<file path="src/rtl/panda_edge_capture.sv">
// Timestamps selected edges of val_i into a 32-deep first-word-fall-through FIFO; entries appear one cycle after the capture edge, a full FIFO drops new events.
// Define PANDA_EDGE_CAPTURE_DROP_COUNT_EN to build the saturating dropped-event counter; otherwise dropped_o is tied to 0.
module panda_edge_capture (
    input  logic        clk_i,
    input  logic        reset_i,
    input  logic        val_i,
    input  logic        ENABLE,
    input  logic [1:0]  EDGE_SEL,
    input  logic        rd_en_i,
    output logic [32:0] dout_o,
    output logic        valid_o,
    output logic [5:0]  count_o,
    output logic        overflow_o,
    output logic [15:0] dropped_o
);
    localparam int DEPTH = 32;

    logic        r_en_prev;
    logic        r_val_prev;
    logic [31:0] r_ts;
    logic [32:0] r_mem [DEPTH];
    logic [4:0]  r_wr_ptr;
    logic [4:0]  r_rd_ptr;
    logic [5:0]  r_count;
    logic        r_overflow;

    logic w_en_rise;
    logic w_edge_match;
    logic w_event;
    logic w_full;
    logic w_pop;
    logic w_push;
    logic w_drop;

    always_comb begin
        w_edge_match = 1'b0;
        case (EDGE_SEL)
            2'd0:    w_edge_match = val_i & ~r_val_prev;
            2'd1:    w_edge_match = ~val_i & r_val_prev;
            default: w_edge_match = val_i ^ r_val_prev;
        endcase
    end

    // The enable-rise cycle only re-arms history, so it can never capture.
    assign w_en_rise = ENABLE & ~r_en_prev;
    assign w_event   = ENABLE & r_en_prev & w_edge_match;
    assign w_full    = (r_count == 6'(DEPTH));
    assign w_pop     = rd_en_i & (r_count != 6'd0);
    assign w_push    = w_event & (~w_full | w_pop);
    assign w_drop    = w_event & w_full & ~w_pop;

    always_ff @(posedge clk_i) begin
        if (reset_i) begin
            r_en_prev  <= 1'b0;
            r_val_prev <= 1'b0;
            r_ts       <= 32'd0;
            r_wr_ptr   <= 5'd0;
            r_rd_ptr   <= 5'd0;
            r_count    <= 6'd0;
            r_overflow <= 1'b0;
        end else begin
            r_en_prev  <= ENABLE;
            r_val_prev <= val_i;
            if (w_en_rise) begin
                r_ts <= 32'd0;
            end else if (ENABLE) begin
                r_ts <= r_ts + 32'd1;
            end
            if (w_push) begin
                r_wr_ptr <= r_wr_ptr + 5'd1;
            end
            if (w_pop) begin
                r_rd_ptr <= r_rd_ptr + 5'd1;
            end
            case ({w_push, w_pop})
                2'b10:   r_count <= r_count + 6'd1;
                2'b01:   r_count <= r_count - 6'd1;
                default: r_count <= r_count;
            endcase
            if (w_en_rise) begin
                r_overflow <= 1'b0;
            end else if (w_drop) begin
                r_overflow <= 1'b1;
            end
        end
    end

    always_ff @(posedge clk_i) begin
        if (w_push && !reset_i) begin
            r_mem[r_wr_ptr] <= {val_i, r_ts};
        end
    end

    assign valid_o    = (r_count != 6'd0);
    assign count_o    = r_count;
    assign overflow_o = r_overflow;
    assign dout_o     = valid_o ? r_mem[r_rd_ptr] : 33'd0;

`ifdef PANDA_EDGE_CAPTURE_DROP_COUNT_EN
    logic [15:0] r_dropped;

    always_ff @(posedge clk_i) begin
        if (reset_i) begin
            r_dropped <= 16'd0;
        end else if (w_en_rise) begin
            r_dropped <= 16'd0;
        end else if (w_drop && (r_dropped != 16'hFFFF)) begin
            r_dropped <= r_dropped + 16'd1;
        end
    end

    assign dropped_o = r_dropped;
`else
    assign dropped_o = 16'd0;
`endif

endmodule

</file>
<file path="config.mk">
export PLATFORM = sky130hd
export DESIGN_NAME = panda_edge_capture
export DESIGN_NICKNAME = d
export VERILOG_FILES = /design/src/rtl/panda_edge_capture.sv
export SDC_FILE = /design/constraint.sdc
export NUM_CORES = 1
export LEC_CHECK = 0
export ABC_CLOCK_PERIOD_IN_PS = 9470
export CAP_MARGIN = 20
export CORE_MARGIN = 10
export CORE_UTILIZATION = 40
export DETAILED_ROUTE_END_ITERATION = 8
export MAX_ROUTING_LAYER = met4
export PLACE_DENSITY_LB_ADDON = 0.05
export SYNTH_ARGS = -nofsm -noshare
export SYNTH_HDL_FRONTEND = slang
export SYNTH_SLANG_ARGS = --single-unit
</file>
<file path="constraint.sdc">
create_clock -name clk_i -period 9.47 [get_ports clk_i]
set_input_delay 1.894 -clock clk_i [delete_from_list [all_inputs] [get_ports clk_i]]
set_output_delay 1.894 -clock clk_i [all_outputs]
set_load 0.05 [all_outputs]
</file>
==> results.tsv, run 1 <==
metric	value	unit
RSZ-0062 raised after global routing	no	
final hold vios	0	
Sw Ratio	0.271	
Hold WS	0.484	ns
WHS Path Cells	2	
Seq/Total Area, Yosys	0.762	
Clock Latency Late Sink	0.68	ns
Final min period	6.85	ns
clock slew at reported path FFs	0.06	ns
Initial DRT Pass Iterations	5	
P&R area growth vs syn	14.7	%
ys flop type	edfxtp_1	
Logic pwr share	0.171	
# diodes	0	
Yosys reg bits	1112	
Post-CTS Setup Inserts	0	
sequential share of power	0.454	
status	finished, final reports clean	
gpl congestion	0.739	
final wirelength	109	mm
Hold Buf Count CTS	0	
TritonCTS Buffers	119	
Setup CP Type	flip-flop to primary output	
CP Launch Type	flip-flop	
largest net degree at the start of global routing	64	
maximum capacitance violations	0	
Via density	5.57	
WL/cell	30.3	um
# IOs	64	
most frequent cells in the layout	edfxtp_1 (1056), mux4_2 (297), clkbuf_16 (124)	
Tcrit/Tclk final	0.723	
skew final	0.0154	ns
Clk pwr share	0.375	
Slew @ Worst Pin	1.01	ns
setup tns final	0	ns
NetSw	3.24	mW
commonest non-fill, non-tap cell in the layout	edfxtp_1	
Required @ worst endpoint	7.58	ns
Root Driver	clkbuf_16	
Core Region	0.107	mm2
R2R cell count	7	
Post-synth EDFFs	1056	
vias in the first global route	21100	
initial antenna violation count	8	
via count	20100	
DRT iter0 DRCs	1630	
Synth Area per Inst	21.9	um2
CTS max path bufs	3	
grt ovf	0	
Die Wd	348	um
Rows	120	
post-CTS sizing	0	
share of layout cells above drive strength 1	0.269	
Post-DP HPWL	61.2	mm
Slew Viols, Final	0	
Peak supply drop	169	uV
DRT antenna net count	0	
# fillers	8878	
Pleak	15.9	nW
first-pass GRT wire length	157	mm
Syn Std Cell Area	0.0431	mm2
H-tree Lvls	3	
power density over the cells	241	mW/mm2
Final Instance Area	0.0494	mm2
worst min-delay path class	flip-flop to flip-flop	
internal power	8.69	mW
yosys warns	0	
Die Y	348	um
port buffer count	47	
Synth Instances	1963	
fmax	146	MHz
gr usage total	0.185	
TritonCTS clock tree	done	
Slew HR	0.326	
Starting Density	0.402	
placed inst area	0.0456	mm2
DR DRC count	0	
Final #Nets	2120	
Worst Path Max Fanout	44	
post-layout util	0.461	
final setup fails	0	
Total Power	11.9	mW
Crit. End Element	primary output	
CTS Sinks	1112	
Yosys cell types	58	
Die Area	0.121	mm2
fraction of registers with async set/reset	0	
CP Data Arrival Time	4.95	ns
## power by group through the flow
stage	clock network (mW)	registers, mW	logic, mW
floorplan	0	5.48	1.39
global placement	0	5.52	2.07
detailed placement	0	5.52	2.09
CTS	4.58	5.42	2.09
global route	4.78	5.42	2.16
finish	4.47	5.41	2.04
## worst max-delay path, cell delays in order (launching register included)
cell and delay (ns):
dfxtp_4 0.99, buf_4 0.55, mux4_2 0.58, mux4_2 0.48
nor2b_1 0.56, a2111oi_0 0.25, clkdlybuf4s50_1 0.78
## cells in the mapped netlist, drive strengths merged (2+ instances only)
cell type  number  area, um2
nand2          17       63.8
a21o            3       23.8
a221oi          2       17.5
clkbuf         40        154
o211ai          2       15.0
a2111oi        33        289
nor3           12       71.3
or3             5       31.3
or4             2       18.8
dfxtp          56       1120
edfxtp       1056      31700
xor2           15        131
nand3b          3       22.5
nor2           80        300
o21ai           6       30.0
nand4           8       50.1
nor2b          34        213
and4            5       43.8
and2            6       40.0
buf            79        544
nor4           11       68.8
ha             12        150
and3            4       25.0
o22ai          33        206
xnor2          24        210
o41ai           2       17.5
a21oi          11       55.1
a211oi         14        105
nand3          22        160
mux2i          25        250
nand2b          2       12.5
inv            29        109
mux4          297       6690
## path summary, 6_finish.rpt
kind | from | endpoint | slack, ns
worst max-delay path | flip-flop | dout_o[31] | 2.62
worst min-delay path | overflow_o | overflow_o | 0.48
worst max register to register | r_val_prev | r_mem[11][32] | 6.02
worst min register to register | overflow_o | overflow_o | 0.48
## state kept, by name, indices dropped and copies added, names as in the netlist, named ones only
name,cells
r_mem,1056
overflow_o,1
r_rd_ptr,5
r_val_prev,1
r_ts,32
r_wr_ptr,5
count_o,6
r_en_prev,1
## metrics by stage
step	setup slack (ns)	instances
floorplan	3.69	1978
global placement	3.16	3377
detailed placement	3.16	3380
CTS	2.40	3603
global route	2.17	3605
finish	2.62	3605
## layer usage
layer | up-vias | global-route usage | wire length [um]
met5 | - | - | 0
met4 | 0 | 0.0392 | 1510
met3 | 111 | 0.0293 | 5550
met2 | 503 | 0.292 | 53600
met1 | 11000 | 0.255 | 48500
li1 | 8512 | - | -
## final cells by class
class | instances | area, um2 | area share
clock buffer | 156 | 3220 | 0.0652
clock inverter | 67 | 542 | 0.0110
inverter | 30 | 113 | 0.00228
multi-input combinational | 717 | 9750 | 0.197
sequential | 1112 | 32900 | 0.665
tap | 1403 | 1760 | 0.0355
timing repair buffer | 120 | 1160 | 0.0235
## cells by family (layout without fill, tap and decap cells)
family,after synthesis,in the layout,synth area share
flip-flops,1112,1112,0.762
multiplexers,323,323,0.161
AND/OR/NAND/NOR,213,213,0.0264
buffers and inverters,149,373,0.0188
AO/OA/AOI/OAI,113,113,0.0193
XOR/XNOR,39,39,0.00793
adder cells (fa/ha/maj),13,13,0.00395
other,1,16,0.0000871
Note: power is estimated with default switching activity, not from simulation.
==> run 2: changes to the inputs <==
Settings changed: ABC_CLOCK_PERIOD_IN_PS 9470 to 6450.
Clock period 9.47 ns to 6.45 ns, I/O delays scaled along.
==> run 2 against run 1 <==
  * Count of clock-buffer cells in the layout fell by 11
  * Hold slack lost 0.0072 ns
  * Global-route usage grew 0.72 points
  * Sequential power grew 46%
  * Worst setup slack worse by 2.2 ns
  * Power is 48% higher
  * Clock skew rose by 0.0050 ns
  * Cell area is 2.2% higher
  * Flip-flop and latch count unchanged
  * First-iteration DRC count grew 20%
  * Largest cell class unchanged
  * Largest power group unchanged
==> results.tsv, run 2 (synthesis gave the netlist of run 1 again) <==
metric	value	unit
Slew HR	0.316	
CP Launch Type	flip-flop	
Crit. End Element	primary output	
status	finished, final reports clean	
most frequent CP cell	buf_4	
CP Data Arrival Time	4.75	ns
Required @ worst endpoint	5.16	ns
CP Cell Sequence	buf_4, nand2b_1, or2_2, buf_4, o22ai_1, a2111oi_1, buf_4, clkdlybuf4s50_1	
Initial DRT Pass Iterations	5	
grt ovf	0	
Slew Viols, Final	0	
clock slew at reported path FFs	0.06	ns
fmax	166	MHz
max reg flops	1056	
RSZ-0062 raised after global routing	no	
sequential cell area	0.0328	mm2
Final Worst Setup Slack	0.411	ns
worst min-delay path class	flip-flop to flip-flop	
Rows	120	
via count	20600	
vias in the first global route	21600	
Post-CTS Setup Inserts	0	
H-tree Lvls	3	
most frequent cells in the layout	edfxtp_1 (1056), mux4_2 (297), clkbuf_16 (123)	
Slowest cell on crit path	clkdlybuf4s50_1	
Final min period	6.04	ns
DRT antenna net count	0	
Post-DP HPWL	63.8	mm
Worst R2R End	r_mem[9][10]	
# fillers	8913	
post-layout util	0.472	
R2R cell count	7	
Total Power	17.7	mW
Via density	5.64	
largest stage delay on the critical path	0.82	ns
gpl congestion	0.736	
DR DRC count	0	
Worst Path Max Fanout	16	
Die Y	348	um
Die Area	0.121	mm2
maximum capacitance violations	0	
port buffer count	47	
CTS max path bufs	3	
Tcrit/Tclk final	0.936	
setup tns final	0	ns
TritonCTS Buffers	120	
skew final	0.0204	ns
share of layout cells above drive strength 1	0.286	
P&R area growth vs syn	17.2	%
largest net degree at the start of global routing	69	
final wirelength	114	mm
initial antenna violation count	2	
CP Capture Point	dout_o[6]	
Multi-input gate area	0.00974	mm2
gr usage total	0.193	
Clock Latency Late Sink	0.70	ns
first-pass GRT wire length	162	mm
Hold Buf Count CTS	0	
Top reg by flops	r_mem	
Peak supply drop	215	uV
R2R Setup Slk	3.13	ns
final hold vios	0	
Slew @ Worst Pin	1.02	ns
Root Driver	clkbuf_16	
CTS Sinks	1112	
Die Wd	348	um
# diodes	0	
WL/cell	31.3	um
Core Region	0.107	mm2
DRT iter0 DRCs	1963	
Setup CP Type	flip-flop to primary output	
Pleak	16.5	nW
# IOs	64	
Starting Density	0.402	
TritonCTS clock tree	done	
final setup fails	0	
power density over the cells	349	mW/mm2
r2r startpoint	r_val_prev	
Final #Nets	2169	
post-CTS sizing	0	
Hold WS	0.477	ns
commonest non-fill, non-tap cell in the layout	edfxtp_1	
worst slack at placement	0.799	ns
[run 2: changes by cell type in the layout (fill, tap and decap cells not counted), moves of 3 or more]
cell,previous run,this run
dfxtp_2,11,1
clkbuf_8,0,4
clkinv_1,35,32
bufinv_16,9,13
clkbuf_1,32,18
buf_8,1,4
buf_4,62,66
a2111oi_0,32,29
buf_12,8,31
clkinv_2,19,28
dfxtp_1,41,51
a2111oi_1,0,4
buf_16,2,17
[run 2: routing by layer]
| layer | track usage | up-vias | share of wire |
|---|---|---|---|
| met5 | - | - | 0 |
| met4 | 0.0416 | 0 | 0.016 |
| met3 | 0.0291 | 126 | 0.048 |
| met2 | 0.306 | 524 | 0.49 |
| met1 | 0.263 | 11300 | 0.44 |
| li1 | - | 8614 | - |
[run 2: worst max-delay path: cells and delay by family, from the launching register on]
family	cells	cell delay, ns
and+or+nand+nor	2	0.71
AOI/OAI and AO/OA	2	0.86
buffers and inverters	4	1.77
DFF	1	0.69
[run 2: final cells by class]
cell class / count / area share
multi-input cells: 717 / 0.193
clock buffers: 145 / 0.0634
well taps: 1403 / 0.0348
inverters: 30 / 0.00223
clock inverters: 78 / 0.0140
flip-flops and latches: 1112 / 0.650
repair buffers: 168 / 0.0422
[run 2: worst min-delay path by stage]
stage	startpoint	depth (start not counted)	end
2_1_floorplan	r_rd_ptr[1]	2	flip-flop
5_1_grt	overflow_o	2	overflow_o
3_3_place_gp	r_rd_ptr[1]	2	flip-flop
6_report	overflow_o	2	overflow_o
4_1_cts	overflow_o	2	overflow_o
3_5_place_dp	overflow_o	2	overflow_o
[run 2: where the power goes]
group	switching (mW)	internal, mW	leakage, nW
sequential	0.0961	7.82	11.1
combinational	1.87	1.10	3.50
clock	2.75	4.02	1.93
total	4.71	12.9	16.5
[run 2: through the flow]
step,std cells,cell area (um2)
2_1_floorplan,1978,43100
3_3_place_gp,3404,46000
3_5_place_dp,3408,46100
4_1_cts,3631,50000
5_1_grt,3653,50500
6_report,3653,50500
